**config.mk**
```make
export PLATFORM = sky130hd
export DESIGN_NAME = life_scheduler
export DESIGN_NICKNAME = d
export VERILOG_FILES = /design/src/rtl/life_pkg.sv /design/src/rtl/life_scheduler_raster.sv /design/src/rtl/life_scheduler.sv
export SDC_FILE = /design/constraint.sdc
export NUM_CORES = 1
export LEC_CHECK = 0
export ABC_AREA = 1
export ABC_CLOCK_PERIOD_IN_PS = 1900
export CAP_MARGIN = 10
export CORE_MARGIN = 2
export CORE_UTILIZATION = 54
export CTS_CLUSTER_SIZE = 12
export DETAILED_ROUTE_END_ITERATION = 10
export PLACE_DENSITY = 0.87
export SYNTH_ARGS = -nofsm -noshare
export SYNTH_HDL_FRONTEND = slang
export SYNTH_SLANG_ARGS = --single-unit
export TNS_END_PERCENT = 100
```
**constraint.sdc**
```tcl
create_clock -name clock -period 1.9 [get_ports clock]
set_clock_uncertainty 0.15 [all_clocks]
set_input_delay 0.38 -clock clock [delete_from_list [all_inputs] [get_ports clock]]
set_output_delay 0.38 -clock clock [all_outputs]
set_load 0.05 [all_outputs]
```
**src/rtl/life_pkg.sv**
```systemverilog
// Shared constants for the Game-of-Life scheduler: FSM encoding, colours,
// screen geometry and a grid bounds helper.
package life_pkg;

   localparam logic [2:0] S_IDLE      = 3'd0;
   localparam logic [2:0] S_USER_DRAW = 3'd1;
   localparam logic [2:0] S_SIM_WAIT  = 3'd2;
   localparam logic [2:0] S_FETCH     = 3'd3;
   localparam logic [2:0] S_PAINT     = 3'd4;

   localparam logic [2:0] COLOR_ALIVE = 3'b111;
   localparam logic [2:0] COLOR_DEAD  = 3'b000;

   localparam int VGA_W = 160;
   localparam int VGA_H = 120;

   function automatic logic cell_in_range(input logic [7:0] x, input logic [7:0] y,
                                          input int grid_w, input int grid_h);
      return (int'(x) < grid_w) && (int'(y) < grid_h);
   endfunction

endpackage

```
**src/rtl/life_scheduler_raster.sv**
```systemverilog
// Pixel-offset counter that walks one CELL_PX x CELL_PX block, px fastest.
module cell_raster
   import life_pkg::*;
#(
   parameter int CELL_PX = 8
) (
   input  logic       clock,
   input  logic       reset_n,
   input  logic       start,
   input  logic       advance,
   output logic [3:0] px,
   output logic [3:0] py,
   output logic       last
);

   localparam logic [3:0] LAST_OFS = 4'(CELL_PX - 1);

   logic [3:0] px_r;
   logic [3:0] py_r;

   // Offset counters; start re-arms the block origin, advance steps one pixel.
   always_ff @(posedge clock or negedge reset_n) begin
      if (!reset_n) begin
         px_r <= 4'd0;
         py_r <= 4'd0;
      end else if (start) begin
         px_r <= 4'd0;
         py_r <= 4'd0;
      end else if (advance) begin
         if (px_r == LAST_OFS) begin
            px_r <= 4'd0;
            if (py_r == LAST_OFS) begin
               py_r <= 4'd0;
            end else begin
               py_r <= py_r + 4'd1;
            end
         end else begin
            px_r <= px_r + 4'd1;
            py_r <= py_r;
         end
      end else begin
         px_r <= px_r;
         py_r <= py_r;
      end
   end

   assign px   = px_r;
   assign py   = py_r;
   assign last = (px_r == LAST_OFS) && (py_r == LAST_OFS);

endmodule

```
**src/rtl/life_scheduler.sv**
```systemverilog
// Generation sequencer and sole owner of the VGA plot port: user cell edits
// and changed-cell repaint share one raster engine.
module life_scheduler
   import life_pkg::*;
#(
   parameter int GRID_W   = 4,
   parameter int GRID_H   = 4,
   parameter int CELL_PX  = 8,
   parameter int ORIGIN_X = 0,
   parameter int ORIGIN_Y = 0,
   parameter int TICK_DIV = 500000,
   parameter int CNT_W    = 20
) (
   input  logic        clock,
   input  logic        reset_n,
   input  logic        run,
   input  logic        step,
   input  logic        usr_req,
   input  logic [7:0]  usr_x,
   input  logic [7:0]  usr_y,
   input  logic        usr_alive,
   output logic        usr_ack,
   output logic        sim_go,
   input  logic        sim_done,
   input  logic [7:0]  sim_count,
   input  logic [7:0]  chg_x,
   input  logic [7:0]  chg_y,
   input  logic [2:0]  chg_color,
   output logic        chg_rd,
   output logic        plot,
   output logic [7:0]  plot_x,
   output logic [7:0]  plot_y,
   output logic [2:0]  plot_color,
   output logic        busy,
   output logic [15:0] gen_count
);

   localparam logic [CNT_W-1:0] TICK_RELOAD = CNT_W'(TICK_DIV - 1);
   localparam logic [CNT_W-1:0] CNT_ZERO    = {CNT_W{1'b0}};
   localparam logic [CNT_W-1:0] CNT_ONE     = {{(CNT_W-1){1'b0}}, 1'b1};

   logic [2:0]       state_r;
   logic [2:0]       state_n_s;
   logic [CNT_W-1:0] tick_cnt_r;
   logic             tick_s;
   logic             pend_gen_r;
   logic [7:0]       cell_x_r;
   logic [7:0]       cell_y_r;
   logic [2:0]       cell_color_r;
   logic [7:0]       remaining_r;
   logic [15:0]      gen_count_r;

   logic             consume_s;
   logic             ras_adv_s;
   logic             ras_start_s;
   logic             ras_last_s;
   logic             ack_s;
   logic             gen_inc_s;
   logic             rem_dec_s;
   logic             cell_ok_s;
   logic             chg_ok_s;
   logic [3:0]       px_s;
   logic [3:0]       py_s;
   logic [7:0]       pix_x_s;
   logic [7:0]       pix_y_s;

   logic             plot_r;
   logic [7:0]       plot_x_r;
   logic [7:0]       plot_y_r;
   logic [2:0]       plot_color_r;
   logic             usr_ack_r;
   logic             sim_go_r;
   logic             chg_rd_r;
   logic             busy_r;

   cell_raster #(
      .CELL_PX (CELL_PX)
   ) u_raster (
      .clock   (clock),
      .reset_n (reset_n),
      .start   (ras_start_s),
      .advance (ras_adv_s),
      .px      (px_s),
      .py      (py_s),
      .last    (ras_last_s)
   );

   assign tick_s      = run && (tick_cnt_r == CNT_ZERO);
   assign cell_ok_s   = cell_in_range(cell_x_r, cell_y_r, GRID_W, GRID_H);
   assign chg_ok_s    = cell_in_range(chg_x, chg_y, GRID_W, GRID_H);
   assign ras_start_s = (state_r == S_IDLE) || (state_r == S_FETCH);
   // 8-bit arithmetic gives the required truncation for free.
   assign pix_x_s     = 8'(ORIGIN_X) + cell_x_r * 8'(CELL_PX) + {4'd0, px_s};
   assign pix_y_s     = 8'(ORIGIN_Y) + cell_y_r * 8'(CELL_PX) + {4'd0, py_s};

   // Next-state and per-cycle action decode.
   always_comb begin
      state_n_s = state_r;
      consume_s = 1'b0;
      ras_adv_s = 1'b0;
      ack_s     = 1'b0;
      gen_inc_s = 1'b0;
      rem_dec_s = 1'b0;
      case (state_r)
         S_IDLE: begin
            if (usr_req) begin
               state_n_s = S_USER_DRAW;
            end else if (pend_gen_r) begin
               consume_s = 1'b1;
               state_n_s = S_SIM_WAIT;
            end else begin
               state_n_s = S_IDLE;
            end
         end
         S_USER_DRAW: begin
            if (!cell_ok_s) begin
               ack_s     = 1'b1;
               state_n_s = S_IDLE;
            end else begin
               ras_adv_s = 1'b1;
               if (ras_last_s) begin
                  ack_s     = 1'b1;
                  state_n_s = S_IDLE;
               end else begin
                  state_n_s = S_USER_DRAW;
               end
            end
         end
         S_SIM_WAIT: begin
            if (sim_done) begin
               if (sim_count == 8'd0) begin
                  gen_inc_s = 1'b1;
                  state_n_s = S_IDLE;
               end else begin
                  state_n_s = S_FETCH;
               end
            end else begin
               state_n_s = S_SIM_WAIT;
            end
         end
         S_FETCH: begin
            if (chg_ok_s) begin
               state_n_s = S_PAINT;
            end else begin
               rem_dec_s = 1'b1;
               if (remaining_r == 8'd1) begin
                  gen_inc_s = 1'b1;
                  state_n_s = S_IDLE;
               end else begin
                  state_n_s = S_FETCH;
               end
            end
         end
         S_PAINT: begin
            ras_adv_s = 1'b1;
            if (ras_last_s) begin
               rem_dec_s = 1'b1;
               if (remaining_r == 8'd1) begin
                  gen_inc_s = 1'b1;
                  state_n_s = S_IDLE;
               end else begin
                  state_n_s = S_FETCH;
               end
            end else begin
               state_n_s = S_PAINT;
            end
         end
         default: begin
            state_n_s = S_IDLE;
         end
      endcase
   end

   // FSM state, generation tick, latched cell and change-list bookkeeping.
   always_ff @(posedge clock or negedge reset_n) begin
      if (!reset_n) begin
         state_r      <= S_IDLE;
         tick_cnt_r   <= TICK_RELOAD;
         pend_gen_r   <= 1'b0;
         cell_x_r     <= 8'd0;
         cell_y_r     <= 8'd0;
         cell_color_r <= 3'd0;
         remaining_r  <= 8'd0;
         gen_count_r  <= 16'd0;
      end else begin
         state_r <= state_n_s;

         if (run) begin
            if (tick_s) begin
               tick_cnt_r <= TICK_RELOAD;
            end else begin
               tick_cnt_r <= tick_cnt_r - CNT_ONE;
            end
         end else begin
            tick_cnt_r <= tick_cnt_r;
         end

         if (consume_s) begin
            pend_gen_r <= 1'b0;
         end else if (tick_s || (step && !run)) begin
            pend_gen_r <= 1'b1;
         end else begin
            pend_gen_r <= pend_gen_r;
         end

         if ((state_r == S_IDLE) && usr_req) begin
            cell_x_r     <= usr_x;
            cell_y_r     <= usr_y;
            cell_color_r <= usr_alive ? COLOR_ALIVE : COLOR_DEAD;
         end else if (state_r == S_FETCH) begin
            cell_x_r     <= chg_x;
            cell_y_r     <= chg_y;
            cell_color_r <= chg_color;
         end else begin
            cell_x_r     <= cell_x_r;
            cell_y_r     <= cell_y_r;
            cell_color_r <= cell_color_r;
         end

         if ((state_r == S_SIM_WAIT) && sim_done) begin
            remaining_r <= sim_count;
         end else if (rem_dec_s) begin
            remaining_r <= remaining_r - 8'd1;
         end else begin
            remaining_r <= remaining_r;
         end

         if (gen_inc_s) begin
            gen_count_r <= gen_count_r + 16'd1;
         end else begin
            gen_count_r <= gen_count_r;
         end
      end
   end

   // Registered port outputs; chg_rd is decoded from next state so it is high during FETCH.
   always_ff @(posedge clock or negedge reset_n) begin
      if (!reset_n) begin
         plot_r       <= 1'b0;
         plot_x_r     <= 8'd0;
         plot_y_r     <= 8'd0;
         plot_color_r <= 3'd0;
         usr_ack_r    <= 1'b0;
         sim_go_r     <= 1'b0;
         chg_rd_r     <= 1'b0;
         busy_r       <= 1'b0;
      end else begin
         plot_r <= ras_adv_s;
         if (ras_adv_s) begin
            plot_x_r     <= pix_x_s;
            plot_y_r     <= pix_y_s;
            plot_color_r <= cell_color_r;
         end else begin
            plot_x_r     <= plot_x_r;
            plot_y_r     <= plot_y_r;
            plot_color_r <= plot_color_r;
         end
         usr_ack_r <= ack_s;
         sim_go_r  <= consume_s;
         chg_rd_r  <= (state_n_s == S_FETCH);
         busy_r    <= (state_r != S_IDLE);
      end
   end

   assign plot       = plot_r;
   assign plot_x     = plot_x_r;
   assign plot_y     = plot_y_r;
   assign plot_color = plot_color_r;
   assign usr_ack    = usr_ack_r;
   assign sim_go     = sim_go_r;
   assign chg_rd     = chg_rd_r;
   assign busy       = busy_r;
   assign gen_count  = gen_count_r;

endmodule
```
* Word level (Yosys, flattened, before mapping)
Cells that the tools add are included.
Storage, ports and cells: logic and storage cells 102, output and inout port bits 40, bits in registers 99, bits of input ports 50
Operators by class: reductions and logical operators 20, $lt $le $gt $ge 4, equal/unequal tests 8, muxes and demuxes 45, $add $sub $neg 7
Operators with widths (count):
- $mux W8 | 6
- $lt A8 B3 Y1 const B | 4
- $mux W4 | 7
- $logic_not A20 Y1 | 1
- $mux W20 | 1
- $sub A20 B1 Y20 const B | 1
- $mux W3 | 6
- $mux W1 | 17
- $add A16 B1 Y16 const B | 1
- $add A8 B4 Y8 | 2
- $pmux W3 S5 | 1
- $reduce_bool A2 Y1 | 5
- $eq A3 B2 Y1 const B | 3
- $add A4 B1 Y4 const B | 2
- $eq A4 B3 Y1 const B | 2
- $eq A8 B1 Y1 const B | 1
- $logic_not A8 Y1 | 1
- $mux W2 | 4
- $sub A8 B1 Y8 const B | 1
- $logic_and A1 B1 Y1 | 7
- $pmux W1 S2 | 2
- $eq A3 B1 Y1 const B | 1
- $eq A3 B3 Y1 const B | 1
- $logic_not A3 Y1 | 1
- other kinds (5) | 6

* Logic depth before layout (Yosys ltp)
Gate-level depths: netlist (run 1).
depth in word-level cells 6, mapped depth 10, depth with buffers taken out 10

* Hierarchy
A second synthesis (run 1) with hierarchy kept.
Second synthesis, totals: cells, all modules 719, area total of the unflattened synthesis 5536.6 um^2
Modules (own cells, without submodules):
- life_scheduler | cells each 658, area each 5071.1 um^2, instances 1, seq. area each 2290.9 um^2
- cell_raster | cells each 61, area each 465.4 um^2, instances 1, seq. area each 200.2 um^2

* Worst setup path before layout (run 1)
OpenSTA, ideal clock, no wires.
path type reg2reg, from register gen_count_r[1], in the netlist gen_count[1], to register gen_count_r[10], in the netlist gen_count[10], buffers on the path 0, library setup time 0.119 ns, clock period less this slack 1.827 ns, arrival time 1.558 ns, path slack 0.073 ns, stages on the path, launching flop included 9, data required time 1.631 ns, path through dfrtp_1 ha_1 nand3_1 inv_1 nand2_1 o21ai_0 nand2_1 nand2_1 nand2_1
On the way: longest elaborated chain between the ends 1
Ends and longest elaborated chain:
- start, declared | RTL line life_scheduler.sv:51 | logic [15:0] gen_count_r;
- start signal, assigned | RTL line life_scheduler.sv:229 | gen_count_r <= gen_count_r + 16'd1;
- start signal, assigned | RTL line life_scheduler.sv:231 | gen_count_r <= gen_count_r;
- $add A16 B1 Y16 | RTL line life_scheduler.sv:229
Every way passes these cells. A chain may end at the register's enable or synchronous reset.

* Worst setup path in the final report (run 1)
from register u_raster.px_r[0], in the netlist u_raster.px[0], to register chg_rd_r, in the netlist chg_rd
On the way: longest elaborated chain between the ends 6, elaborated cells on any way between the ends 7, those cells by class eq/ne (2); mux (4); reduce/logical (1)
Ends and longest elaborated chain:
- start, declared | RTL line life_scheduler_raster.sv:18 | logic [3:0] px_r;
- start signal, assigned | RTL line life_scheduler_raster.sv:38 | px_r <= px_r + 4'd1;
- start signal, assigned | RTL line life_scheduler_raster.sv:42 | px_r <= px_r;
- $eq A4 B3 Y1 (*) | RTL line life_scheduler_raster.sv:49 | assign last = (px_r == LAST_OFS) && (py_r == LAST_OFS);
- $logic_and A1 B1 Y1 (*) | RTL line life_scheduler_raster.sv:49
- $mux W1 | RTL line life_scheduler.sv:121 | if (ras_last_s) begin
- $mux W1 | RTL line life_scheduler.sv:116 | if (!cell_ok_s) begin
- $pmux W3 S5 (*) | RTL line life_scheduler.sv:104 | case (state_r)
- $eq A3 B2 Y1 (*) | RTL line life_scheduler.sv:260 | chg_rd_r <= (state_n_s == S_FETCH);
- end signal, assigned | RTL line life_scheduler.sv:260
- end, declared | RTL line life_scheduler.sv:73 | logic chg_rd_r;
Every way passes the cells marked *; elsewhere a longest branch is shown, timed or not.

==> impl_metrics.json, run 1 <==
{
  "first_iter_violations": 355,
  "yosysSeqAreaShare": 0.454,
  "reg2reg_slack_ns": 0.03,
  "avgSynthCellArea_sq_um": 7.77,
  "antenna_found_initial": 0,
  "avgRoutedWirePerCell_microns": 14.0,
  "syn2layout_area_growth_pct": 27.6,
  "fillers": 783,
  "insertion_delay_ns": 0.37,
  "holdWs_ns": 0.332,
  "io_pins": 90,
  "ys_dominant_reg_cell": "dfrtp_1",
  "diodes": 0,
  "final_max_slew_viol_count": 0,
  "timing.final.crit_share": 0.983,
  "path_max_fanout": 3,
  "track_usage": 0.255,
  "vias_per_cell": 5.38,
  "synth_fp_nets": 767,
  "fin_nets": 902,
  "dp_slack_ns": -0.272,
  "netlist_area_sq_um": 5490,
  "yosys-top-cells-area": "dfrtp_1, nand2_1, nor2_1",
  "grt-ovfl-total": 0,
  "end_kind": "register",
  "firstDrtPassIters": 6,
  "synthCells": 707,
  "period_minus_slack_ns": 1.87,
  "critPathLaunchType": "register",
  "yosysTopAreaCellShare": 0.401,
  "start_util": 0.559,
  "die_x_microns": 105,
  "synthArstFlopShare": 1.00,
  "cp.arrival_ns": 1.98,
  "grt_first_pass_wirelength_microns": 22800,
  "fin_ws_ns": 0.0320,
  "r2r_cells": 10,
  "drive_gt1_frac": 0.187,
  "fmax_mhz": 535,
  "leakage_uw": 0.00351,
  "row_count": 36,
  "yosysWarnings": 0,
  "numPortBuffers": 89,
  "hold_class": "reg -> reg",
  "cts_tree": "built",
  "gp_congestion": 0.878,
  "required_ns": 2.02,
  "netlist_top_cells_count": "nand2_1, nor2_1, dfrtp_1, inv_1, nand3_1",
  "yosys.area.top_type": "dfrtp_1",
  "critical_path_class": "reg -> reg",
  "yosysUniqueCellTypes": 37,
  "design.die.area_sq_um": 11000,
  "path_cells": "ha_1 -> nand2_1 -> nor2_2 -> nand2_1 -> clkinv_2 -> buf_4 -> nand3_1 -> nand2_1 -> nor2_2 -> nor2_1",
  "peakVddDrop_v": 0.000719,
  "grt_pass1_vias": 5137,
  "crit_path_top_delay_cell": "dfrtp_1",
  "synth_seq_cells": 99,
  "whs_path_depth": 2,
  "maxSlewHeadroom": 0.591,
  "die_h_microns": 105,
  "p_per_area_nw_per_um2": 1150,
  "core_area_sq_um": 9820,
  "cpMostUsedCell": "nand2_1",
  "status": "completed",
  "h-tree-depth": 3,
  "setup-violations-final": 0,
  "hpwl_microns": 10200,
  "clock_path_buffers": 2,
  "hold_viol": 0,
  "ant_nets": 0,
  "slowest_delay_ns": 0.40,
  "total_power_uw": 8090,
  "clockRootBuffer": "clkbuf_8",
  "synth-edff-count": 0,
  "drc_errors": 0,
  "numCtsBuffers": 9,
  "clk_pin_slew_ns": 0.10,
  "rsz0062_at_grt": "yes",
  "tightest_slew_ns": 0.609,
  "finish.utilization": 0.713,
  "vias": 5268,
  "cts.sinks": 99,
  "wl_microns": 13700,
  "maxCapViolations": 0,
  "yosysMostFrequentCell": "nand2_1",
  "grt_max_degree": 34
}
==> cells in the final DEF, fill, tap and decap left out, drive strengths merged <==
cell type / n
xnor2: 9
o21ai: 21
nand3: 67
nand3b: 3
and2: 1
dfrtp: 88
nand4: 25
dfstp: 11
nor3b: 3
xor2: 18
buf: 86
nor2: 105
ha: 10
clkbuf: 12
inv: 71
clkinvlp: 1
o22ai: 1
clkdlybuf4s50: 48
o221ai: 2
a21oi: 18
nand2: 233
and3: 1
o211ai: 4
nor3: 6
dlygate4sd3: 1
clkinv: 2
==> repair_timing <==
item / 4_1_cts / 5_1_grt
gates resized for setup: 2 / 7
pin swaps: 0 / 1
endpoints found under the setup margin: 8 / 20
endpoints found under the hold margin: 27 / 0
setup buffers: 0 / 1
hold buffers: 1 / 0
cloned: 0 / 2
==> final timing paths <==
check / from / endpoint
setup / recovery: u_raster.px[0] / chg_rd
hold / removal: tick_cnt_r[16] / tick_cnt_r[16]
setup reg to reg: u_raster.px[0] / chg_rd
hold reg to reg: tick_cnt_r[16] / tick_cnt_r[16]
max in group asynchronous: reset_n / remaining_r[3]
min in group asynchronous: reset_n / tick_cnt_r[6]
==> report_power, final <==
| group | switching, uW | internal [uW] |
|---|---|---|
| logic | 2340 | 1250 |
| registers | 506 | 2740 |
| clock network | 757 | 491 |
| total | 3610 | 4480 |
==> kinds of logic (layout without fill, tap and decap cells) <==
group / count (synthesis) / after routing / synth area share
buf+inv: 83 / 221 / 0.0661
simple gates: 442 / 444 / 0.364
compound gates: 46 / 46 / 0.0501
flops: 99 / 99 / 0.454
fa+ha+maj: 10 / 10 / 0.0228
xor+xnor: 27 / 27 / 0.0431
==> critical path: cells and delay by family, from the launching register on <==
| kind | cells | cell delay (ns) |
|---|---|---|
| adder cells (fa/ha/maj) | 1 | 0.24 |
| flip-flops | 1 | 0.40 |
| buffers and inverters | 2 | 0.27 |
| AND/OR/NAND/NOR | 7 | 0.71 |
==> metrics by stage <==
step	area, sq um	TNS (ns)	instances
finish	7010	0	980
global route	7010	-0.0810	980
CTS	6950	0	977
detailed placement	6770	-5.35	960
global placement	6770	-3.00	960
floorplan	5490	0	707
==> cell type report <==
cell class	instances	area [sq um]	area share
timing repair buffer	135	1220	0.175
tap	133	166	0.0238
sequential	99	2490	0.356
inverter	70	269	0.0384
multi-input combinational	527	2690	0.383
clock buffer	12	135	0.0193
clock inverter	4	33.8	0.00482
==> state kept, by name, indices dropped and copies added, names as in the netlist, 3 cells and up <==
signal	flops
u_raster.px	4
tick_cnt_r	20
plot_x	8
cell_color_r	3
plot_y	8
u_raster.py	4
cell_y_r	8
cell_x_r	8
state_r	3
plot_color	3
remaining_r	8
gen_count	16
==> layer usage <==
| layer | vias up | track usage | wire length (microns) |
|---|---|---|---|
| met5 | - | 0 | 0 |
| met1 | 2496 | 0.316 | 5600 |
| met2 | 206 | 0.449 | 6940 |
| li1 | 2538 | - | - |
| met4 | 0 | 0.0876 | 260 |
| met3 | 28 | 0.0449 | 893 |
(Power assumes the default switching activity.)
==> inputs of run 2 (changes only) <==
- PLACE_DENSITY: 0.87 -> 0.83
==> impl_metrics.json, run 2 (synthesis results as in run 1) <==
{
  "status": "completed",
  "total_power_uw": 8130,
  "design.die.area_sq_um": 11000,
  "vias": 5087,
  "required_ns": 2.02,
  "firstDrtPassIters": 5,
  "switching_share": 0.449,
  "clockRootBuffer": "clkbuf_8",
  "antenna_found_initial": 0,
  "setup-violations-final": 0,
  "rsz0062_at_grt": "no",
  "placed_cells": 960,
  "io_pins": 90,
  "r2r_cells": 9,
  "grt_first_pass_wirelength_microns": 21900,
  "clk_pin_slew_ns": 0.11,
  "timing.rr.start": "tick_cnt_r[1]",
  "comb_power_share": 0.440,
  "maxSlewHeadroom": 0.669,
  "grt_max_degree": 48,
  "hpwl_microns": 10000,
  "layout_commonest_cell": "nand2_1",
  "cts.sinks": 99,
  "insertion_delay_ns": 0.39,
  "start_util": 0.559,
  "peakVddDrop_v": 0.000759,
  "core_area_sq_um": 9820,
  "rr_endpoint": "tick_cnt_r[11]",
  "numPortBuffers": 89,
  "first_iter_violations": 268,
  "cp.arrival_ns": 1.89,
  "gp_congestion": 0.911,
  "switchingPower_uw": 3650,
  "syn2layout_area_growth_pct": 26.6,
  "drc_errors": 0,
  "intPower_uw": 4490,
  "timing.final.crit_share": 0.931,
  "critical_path_class": "reg -> reg",
  "final_cell_mix": "nand2_1, nor2_1, dfrtp_1, buf_4, inv_1",
  "clkPwrFrac": 0.162,
  "drive_gt1_frac": 0.185,
  "hold_viol": 0,
  "vias_per_cell": 5.21,
  "hold_class": "in -> async",
  "h-tree-depth": 3,
  "final_max_slew_viol_count": 0,
  "numCtsBuffers": 9,
  "grt_pass1_vias": 4962,
  "largest_reg_flops": 20,
  "p_per_area_nw_per_um2": 1170,
  "fmax_mhz": 565,
  "fin_nets": 899,
  "p_seq_frac": 0.398,
  "reg2reg_slack_ns": 0.13,
  "track_usage": 0.247,
  "period_minus_slack_ns": 1.77,
  "setup-tns-final_ns": 0,
  "ant_nets": 0,
  "row_count": 36,
  "post_cts_buffers": 0,
  "fin_cells": 977,
  "diodes": 0,
  "avgRoutedWirePerCell_microns": 13.4,
  "clock_path_buffers": 2,
  "largest_register": "tick_cnt_r",
  "grt-ovfl-total": 0,
  "cts_tree": "built",
  "path_max_fanout": 10,
  "maxCapViolations": 0,
  "end_kind": "register",
  "wl_microns": 13100,
  "die_h_microns": 105,
  "critPathLaunchType": "register",
  "die_x_microns": 105,
  "tightest_slew_ns": 0.493,
  "leakage_uw": 0.00350
}
run 2: changes by cell type in the layout (fill, tap and decap cells not counted), sizes merged:
cell    previous run  this run
buf               86        85
clkbuf            12         9
inv               71        74
nand3             67        65
run 2: metal layers:
metal,share of wire,global-route usage,vias up
met5,0,0,-
met4,0.025,0.106,0
met3,0.042,0.0349,28
met2,0.50,0.421,148
met1,0.43,0.313,2385
li1,-,-,2526
run 2: worst max path at each step:
stage,start,end,slack (ns),depth (start not counted)
after CTS,u_raster.px[0],remaining_r[4],0.04,10
after floorplan,gen_count[1],gen_count[10],0.07,8
after global placement,run,tick_cnt_r[7],-0.13,8
after detailed placement,run,tick_cnt_r[5],-0.19,8
final,tick_cnt_r[1],tick_cnt_r[11],0.13,9
after global routing,tick_cnt_r[1],tick_cnt_r[11],0.003,9
run 2: stage by stage:
step / instance area [sq um] / setup slack [ns] / util / hold WS, ns
4_1_cts: 6930 / 0.0420 / 0.705 / 0.306
2_1_floorplan: 5490 / 0.0733 / - / -0.0656
5_1_grt: 6950 / 0.00348 / 0.708 / 0.327
3_5_place_dp: 6730 / -0.190 / 0.685 / 0.173
3_3_place_gp: 6730 / -0.125 / 0.685 / 0.166
6_report: 6950 / 0.132 / 0.708 / 0.296
run 2: final cells by class:
cell class | count | area [sq um]
Clock inverter | 7 | 57.6
Sequential cell | 99 | 2490
Multi-Input combinational cell | 525 | 2670
Inverter | 70 | 265
Timing Repair Buffer | 134 | 1180
Fill cell | 793 | 2870
Clock buffer | 9 | 124
Tap cell | 133 | 166
run 2: repair_timing:
item                                   4_1_cts  5_1_grt
endpoints found under the hold margin       20        0
pin swaps                                    0        1
hold buffers                                 1        0
cloned                                       0        0
resized for setup                            1        7
setup endpoints to repair                    6       40
run 2: worst max-delay path, cell delays in order, from the launching register on:
cell,delay (ns)
dfstp_2,0.39
inv_1,0.06
ha_1,0.19
nand3_1,0.15
nor2_4,0.14
nand2_2,0.08
nor2_4,0.12
nand3_4,0.15
inv_2,0.16
nor2_1,0.06
run 2: power by group through the flow:
stage | clock, uW | sequential [uW] | combinational (uW)
finish | 1320 | 3240 | 3580
global route | 1420 | 3300 | 3980
CTS | 1330 | 3220 | 3580
detailed placement | 0 | 3260 | 3540
global placement | 0 | 3240 | 3380
floorplan | 0 | 3660 | 2070
